===== config.mk =====
export PLATFORM = sky130hd
export DESIGN_NAME = regfile_dump_reader
export DESIGN_NICKNAME = d
export VERILOG_FILES = /design/src/rtl/regfile_dump_reader.sv
export SDC_FILE = /design/constraint.sdc
export NUM_CORES = 1
export LEC_CHECK = 0
export CORE_MARGIN = 2
export CORE_UTILIZATION = 27
export CTS_BUF_LIST = sky130_fd_sc_hd__clkbuf_16
export DETAILED_ROUTE_END_ITERATION = 6
export SYNTH_ARGS = -nofsm -noshare
export SYNTH_HDL_FRONTEND = slang
export SYNTH_SLANG_ARGS = --single-unit

===== constraint.sdc =====
create_clock -name clk -period 2.4 [get_ports clk]
set_input_delay 0.6 -clock clk [delete_from_list [all_inputs] [get_ports clk]]
set_output_delay 0.6 -clock clk [all_outputs]
set_load 0.005 [all_outputs]

===== src/rtl/regfile_dump_reader.sv =====
// Streams register-file entries FIRST_REG..LAST_REG as indexed valid/ready beats.
// Latency: two cycles per beat minimum; optional checksum beat with REGDUMP_CHECKSUM_EN.
// Backpressure: out_* held stable while out_valid && !out_ready; readiness only matters in SEND/CSUM.
module regfile_dump_reader #(
    parameter int DATA_W    = 32,
    parameter int ADDR_W    = 5,
    parameter int FIRST_REG = 0,
    parameter int LAST_REG  = 31
) (
    input  logic              clk,
    input  logic              rst_n,
    input  logic              start,
    output logic              busy,
    output logic              done,
    output logic [ADDR_W-1:0] rf_addr,
    input  logic [DATA_W-1:0] rf_data,
    output logic              out_valid,
    input  logic              out_ready,
    output logic [DATA_W-1:0] out_data,
    output logic [ADDR_W-1:0] out_index,
    output logic              out_last
);

    generate
        if (FIRST_REG > LAST_REG || FIRST_REG < 0 || LAST_REG >= (1 << ADDR_W)) begin : g_bad_range
            $error("regfile_dump_reader: illegal FIRST_REG/LAST_REG range");
        end
    endgenerate

    localparam logic [ADDR_W-1:0] FIRST_IDX = ADDR_W'(FIRST_REG);
    localparam logic [ADDR_W-1:0] LAST_IDX  = ADDR_W'(LAST_REG);

    typedef enum logic [2:0] {S_IDLE, S_LOAD, S_SEND, S_FIN, S_CSUM} state_t;

    state_t              state_q, state_d;
    logic [ADDR_W-1:0]   idx_q, idx_d;
    logic                busy_q, busy_d;
    logic                done_q, done_d;
    logic                out_valid_q, out_valid_d;
    logic                out_last_q, out_last_d;
    logic [DATA_W-1:0]   out_data_q, out_data_d;
    logic [ADDR_W-1:0]   out_index_q, out_index_d;
`ifdef REGDUMP_CHECKSUM_EN
    logic [DATA_W-1:0]   sum_q, sum_d;
`endif

    // A start coinciding with the done pulse must not launch a second dump.
    logic start_acc;
    logic hs;
    logic at_last;
    assign start_acc = start && !done_q;
    assign hs        = out_valid_q && out_ready;
    assign at_last   = (idx_q == LAST_IDX);

    always_ff @(posedge clk or negedge rst_n) begin
        if (!rst_n) begin
            state_q     <= S_IDLE;
            idx_q       <= '0;
            busy_q      <= 1'b0;
            done_q      <= 1'b0;
            out_valid_q <= 1'b0;
            out_last_q  <= 1'b0;
            out_data_q  <= '0;
            out_index_q <= '0;
`ifdef REGDUMP_CHECKSUM_EN
            sum_q       <= '0;
`endif
        end else begin
            state_q     <= state_d;
            idx_q       <= idx_d;
            busy_q      <= busy_d;
            done_q      <= done_d;
            out_valid_q <= out_valid_d;
            out_last_q  <= out_last_d;
            out_data_q  <= out_data_d;
            out_index_q <= out_index_d;
`ifdef REGDUMP_CHECKSUM_EN
            sum_q       <= sum_d;
`endif
        end
    end

    always_comb begin
        state_d = state_q;
        case (state_q)
            S_IDLE: if (start_acc) state_d = S_LOAD;
            S_LOAD: state_d = S_SEND;
            S_SEND: begin
                if (hs) begin
`ifdef REGDUMP_CHECKSUM_EN
                    state_d = at_last ? S_CSUM : S_LOAD;
`else
                    state_d = at_last ? S_FIN : S_LOAD;
`endif
                end
            end
`ifdef REGDUMP_CHECKSUM_EN
            S_CSUM: if (hs) state_d = S_FIN;
`endif
            S_FIN:  state_d = S_IDLE;
            default: state_d = S_IDLE;
        endcase
    end

    always_comb begin
        idx_d       = idx_q;
        busy_d      = busy_q;
        done_d      = 1'b0;
        out_valid_d = out_valid_q;
        out_last_d  = out_last_q;
        out_data_d  = out_data_q;
        out_index_d = out_index_q;
`ifdef REGDUMP_CHECKSUM_EN
        sum_d       = sum_q;
`endif
        case (state_q)
            S_IDLE: begin
                if (start_acc) begin
                    idx_d  = FIRST_IDX;
                    busy_d = 1'b1;
`ifdef REGDUMP_CHECKSUM_EN
                    sum_d  = '0;
`endif
                end
            end
            S_LOAD: begin
                out_data_d  = rf_data;
                out_index_d = idx_q;
                out_valid_d = 1'b1;
`ifdef REGDUMP_CHECKSUM_EN
                out_last_d  = 1'b0;
`else
                out_last_d  = at_last;
`endif
            end
            S_SEND: begin
                if (hs) begin
                    out_valid_d = 1'b0;
                    out_last_d  = 1'b0;
`ifdef REGDUMP_CHECKSUM_EN
                    sum_d       = sum_q + out_data_q;
`endif
                    if (!at_last) idx_d = idx_q + 1'b1;
                end
            end
`ifdef REGDUMP_CHECKSUM_EN
            // First CSUM cycle presents the sum; later cycles wait for the handshake.
            S_CSUM: begin
                if (!out_valid_q) begin
                    out_data_d  = sum_q;
                    out_index_d = LAST_IDX;
                    out_valid_d = 1'b1;
                    out_last_d  = 1'b1;
                end else if (out_ready) begin
                    out_valid_d = 1'b0;
                    out_last_d  = 1'b0;
                end
            end
`endif
            S_FIN: begin
                done_d = 1'b1;
                busy_d = 1'b0;
            end
            default: ;
        endcase
    end

    assign rf_addr   = idx_q;
    assign busy      = busy_q;
    assign done      = done_q;
    assign out_valid = out_valid_q;
    assign out_last  = out_last_q;
    assign out_data  = out_data_q;
    assign out_index = out_index_q;

endmodule


## Word level (Yosys, flattened, before mapping)

Cells that the tools add are included.

- Word-level logic and storage cells: 41
- Register bits after elaboration: 49
- Bits of input ports: 36

- Add/subtract/negate cells: 1
- Muxes and demuxes: 14
- Reduce and logical (&&, ||, !) cells: 11
- Equality and inequality tests: 7

Operators by type and width:

| operator | count |
|---|---|
| $mux W5 | 3 |
| $pmux W5 S2 | 1 |
| $pmux W3 S3 | 1 |
| $eq A3 B2 Y1 const B | 2 |
| $mux W3 | 2 |
| $ne A2 B2 Y1 const B | 3 |
| $pmux W1 S2 | 3 |
| $reduce_and A2 Y1 | 3 |
| $reduce_bool A2 Y1 | 3 |
| $add A5 B1 Y5 const B | 1 |
| $eq A5 B5 Y1 const B | 1 |
| $reduce_and A4 Y1 | 1 |
| $eq A3 B1 Y1 const B | 1 |
| $logic_not A3 Y1 | 1 |
| $mux W1 | 3 |
| $logic_and A1 B1 Y1 | 2 |
| $mux W2 | 1 |
| $logic_not A1 Y1 | 1 |

## Logic depth before layout (Yosys ltp)

- Depth after elaboration: 4
- Depth in mapped cells: 6

## Worst setup path before layout

No wires, ideal clock.

- Path kind: flip-flop to flip-flop
- Start point: register idx_q[0], in the netlist rf_addr[0]
- End point: register idx_q[3], in the netlist rf_addr[3]
- Cell stages (with the launch flop): 6
- Slack: 0.470 ns
- Library setup time: 0.101 ns
- Path buffers: 0
- Period minus slack after synthesis: 1.930 ns
- Arrival: 1.829 ns
- Data required time: 2.299 ns
- Cells stage by stage: dfrtp_1 -> ha_1 -> and3_1 -> ha_1 -> or4b_4 -> o311ai_2

- Longest elaborated chain between the ends: 4
- Elaborated cells on any way between the ends: 7
- Classes of those cells: add/sub: 1; eq/ne: 2; mux: 3; reduce/logical: 1

Ends and longest elaborated chain:

| what | line | text |
|---|---|---|
| start: declaration | 36 | `logic [ADDR_W-1:0] idx_q, idx_d;` |
| start signal: assignment | 70 | `idx_q <= idx_d;` |
| $add A5 B1 Y5 | 143 | `if (!at_last) idx_d = idx_q + 1'b1;` |
| $mux W5 | 143 |  |
| $mux W5 | 137 | `if (hs) begin` |
| $pmux W5 S2 | 116 | `case (state_q)` |

Parallel ways exist; a longest one is shown, timed or not. The select of a mux whose other input is x is not followed.
A chain may end at the register's enable or synchronous reset.

## Final worst setup path

Ends and elaborated chain as after synthesis.

==> results by group <==
Run status
  – Outcome: complete, no violations

Power
  – Clock share of power: 0.216
  – Leak: around 0.0014 uW
  – Pwr Density: 1210 nW/um^2
  – P_int: approximately 2500 uW
  – Total power: 3660 uW
  – Gate power share: 0.405
  – Max VDD drop: 395 uV
  – Switching Share: 0.324
  – Sequential power share: 0.379
  – Switching pwr: between 1000 and 1500 uW

Detailed routing
  – DR DRC count: 0
  – Wl on met1: between 2000 and 2500 um
  – Routed vias: roughly 1,600
  – ANT nets after route: 0
  – Total wire length: about 4700 um
  – Vias per cell: roughly 4.2
  – Wire per inst: between 10 and 15 um
  – Starting DRT DRC Count: 42
  – Highest metal used: met4
  – Met3 wire length: 359 um
  – WL met2: 2130 um
  – DR pass1 iterations: 4

CTS
  – # clock sinks: 48
  – H-Tree Depth: 2
  – Clk Tree Root Cell: clkbuf_16
  – CTS Buffer Depth: 2
  – Clk slew on worst S/H paths: roughly 70 ps
  – Post-CTS Resized: 0
  – Post-CTS setup buffer count: 0
  – CTS Hold Bufs: 0
  – CTS tree: done
  – Num CTS Buffers: 5
  – Clk_lat worst skew: approximately 290 ps

STA
  – Worst slew pin tran: around 550 ps
  – Clock skew: between 5 and 6 ps
  – RSZ-0062 raised after global routing: false
  – Final min period: between 2000 and 2500 ps
  – Period utilisation layout: 0.849
  – Endpoints failing setup: 0
  – Fmax: slightly below 500 MHz
  – Hold Fails Final Rpt: 0
  – Pins over their slew limit: 0
  – Slew margin rel.: 0.630
  – Setup Total Neg Slack: 0 ps
  – Setup ws final: approximately 360 ps

Global route
  – Gr usage total: 0.127
  – Largest net degree at the start of global routing: 27
  – Initial antenna violation count: 0
  – GR Overflow Total: 0
  – Number of global-route vias before repair: about 1,600
  – First-pass GRT wire length: 7730 um

Cells and area
  – Antenna cells: 0
  – Layout Nets: 331
  – Footprint of the multi-input gates: approximately 670 um^2
  – Most frequent cells in the layout: nand2_1 (114), clkdlybuf4s50_1 (80), dfrtp_1 (48)
  – Utilization after layout: 0.443
  – Most common cell after layout, fill and taps aside: nand2_1
  – Synthesis-to-layout area growth: 57.6%
  – Fillcell total: around 700
  – Design area: around 3000 um^2
  – Share of cells above drive strength 1: 0.0646
  – Register area: ~1200 um^2

Synth
  – Cells after Synth: 209
  – Seq cells post-synth: 48
  – Distinct cells, synth: 24
  – Warnings from Yosys: 0
  – Syn_area_per_cell: just over 9 um^2
  – Syn nets: around 250
  – Post-synth design cell area: 1920 um^2
  – Register area share after synthesis: 0.626

Setup path
  – Critical path launch point type: register
  – Crit path DAT: 2230 ps
  – Crit-path max FO: 6
  – Slowest CP cell: or4b_4
  – Required time of the critical path: between 2000 and 3000 ps
  – CP dominant cell by count: ha_1
  – Crit Path Class: reg -> reg
  – Max stage delay on crit path: between 500 and 600 ps
  – Critical Path, Cell by Cell: ha_1 -> and3_1 -> ha_1 -> or4b_4 -> o311ai_2
  – CP Capture Type: register

Die
  – Die Wd: 88.3 um
  – Core ar.: roughly 6800 um^2
  – Die Ht: about 88 um
  – Initial Util: 0.281
  – Top-Level Pins: 82
  – Die area: around 8000 um^2
  – # rows: 30

Min path
  – Worst hold path class: in -> async

Run
  – Maxcap violations: 0

Place
  – Hpwl dp: approximately 3300 um
  – Placer Congestion: around 0.83
  – Placed Area: between 2000 and 3000 um^2
  – Pre-CTS WS: approximately 270 ps
  – PortBufs: a little over 80
metrics by stage:
step,hold WS [ps],cells
finish,294,390
global route,336,390
CTS,312,390
detailed placement,461,382
global placement,457,382
floorplan,304,209
routing by layer:
| layer | track usage | vias to the layer above |
|---|---|---|
| met1 | 0.169 | 738 |
| met2 | 0.200 | 65 |
| met5 | 0 | - |
| li1 | - | 823 |
| met4 | 0.0455 | 0 |
| met3 | 0.0336 | 6 |
registers in the layout, indices dropped and copies added (netlist names):
signal,flops
out_valid,1
done,1
out_index,5
out_last,1
rf_addr,5
state_q,2
out_data,32
busy,1
power by group through the flow:
stage | clock (uW) | sequential (uW) | combinational, uW
3_3_place_gp | 0 | 1400 | 1500
2_1_floorplan | 0 | 1380 | 636
5_1_grt | 843 | 1440 | 1680
3_5_place_dp | 0 | 1400 | 1520
4_1_cts | 818 | 1390 | 1530
6_report | 790 | 1390 | 1480
worst paths after layout:
| kind | to | cells after the start | slack (ps) | start |
|---|---|---|---|---|
| min in group clk | out_data[10]$_DFFE_PN0P_ | 2 | 470 | out_data[10]$_DFFE_PN0P_ |
| setup reg to reg | rf_addr[3]$_DFFE_PN0P_ | 5 | 360 | rf_addr[0]$_DFFE_PN0P_ |
| setup / recovery | rf_addr[3]$_DFFE_PN0P_ | 5 | 360 | rf_addr[0]$_DFFE_PN0P_ |
| hold reg to reg | out_data[10]$_DFFE_PN0P_ | 2 | 470 | out_data[10]$_DFFE_PN0P_ |
| max in group asynchronous | out_data[11]$_DFFE_PN0P_ | 2 | 1570 | rst_n |
| hold / removal | out_data[31]$_DFFE_PN0P_ | 1 | 290 | rst_n |
kinds of logic after synthesis:
kind of cell / count (synthesis) / synth area share
AO/OA/AOI/OAI: 18 / 0.0632
adder cells (fa/ha/maj): 2 / 0.0130
buffers and inverters: 13 / 0.0300
AND/OR/NAND/NOR: 128 / 0.268
flip-flops: 48 / 0.626
layout make-up:
class / count / share of cell area
Inverter: 4 / 0.00496
Timing Repair Buffer: 86 / 0.283
Clock buffer: 5 / 0.0414
Tap cell: 96 / 0.0397
Multi-Input combinational cell: 148 / 0.220
Sequential cell: 48 / 0.397
Clock inverter: 3 / 0.0141
Yosys cell counts:
library cell | n | area share
nand2_2 | 1 | 0.0033
a21oi_1 | 4 | 0.010
and3_1 | 1 | 0.0033
o311ai_2 | 1 | 0.0085
o21ai_0 | 5 | 0.013
nand3_1 | 2 | 0.0052
a22o_1 | 2 | 0.0091
nand2b_1 | 2 | 0.0065
ha_1 | 2 | 0.013
buf_2 | 7 | 0.018
nor2_2 | 1 | 0.0033
inv_1 | 4 | 0.0078
nor2_1 | 3 | 0.0059
nor3_1 | 1 | 0.0026
a31oi_1 | 3 | 0.0098
and2_1 | 1 | 0.0033
o22ai_1 | 1 | 0.0033
a21oi_2 | 1 | 0.0046
o2bb2ai_1 | 1 | 0.0046
nand2_1 | 114 | 0.22
or4b_4 | 1 | 0.0072
dfrtp_1 | 48 | 0.63
clkbuf_1 | 2 | 0.0039
or3b_1 | 1 | 0.0046
worst max-delay path, delay by kind of cell, from the launching register on:
family	cells	cell delay (ps)
flip-flops	1	430
AO/OA/AOI/OAI	1	260
AND/OR/NAND/NOR	2	750
adder cells (fa/ha/maj)	2	490
Note: power is estimated with default switching activity, not from simulation.
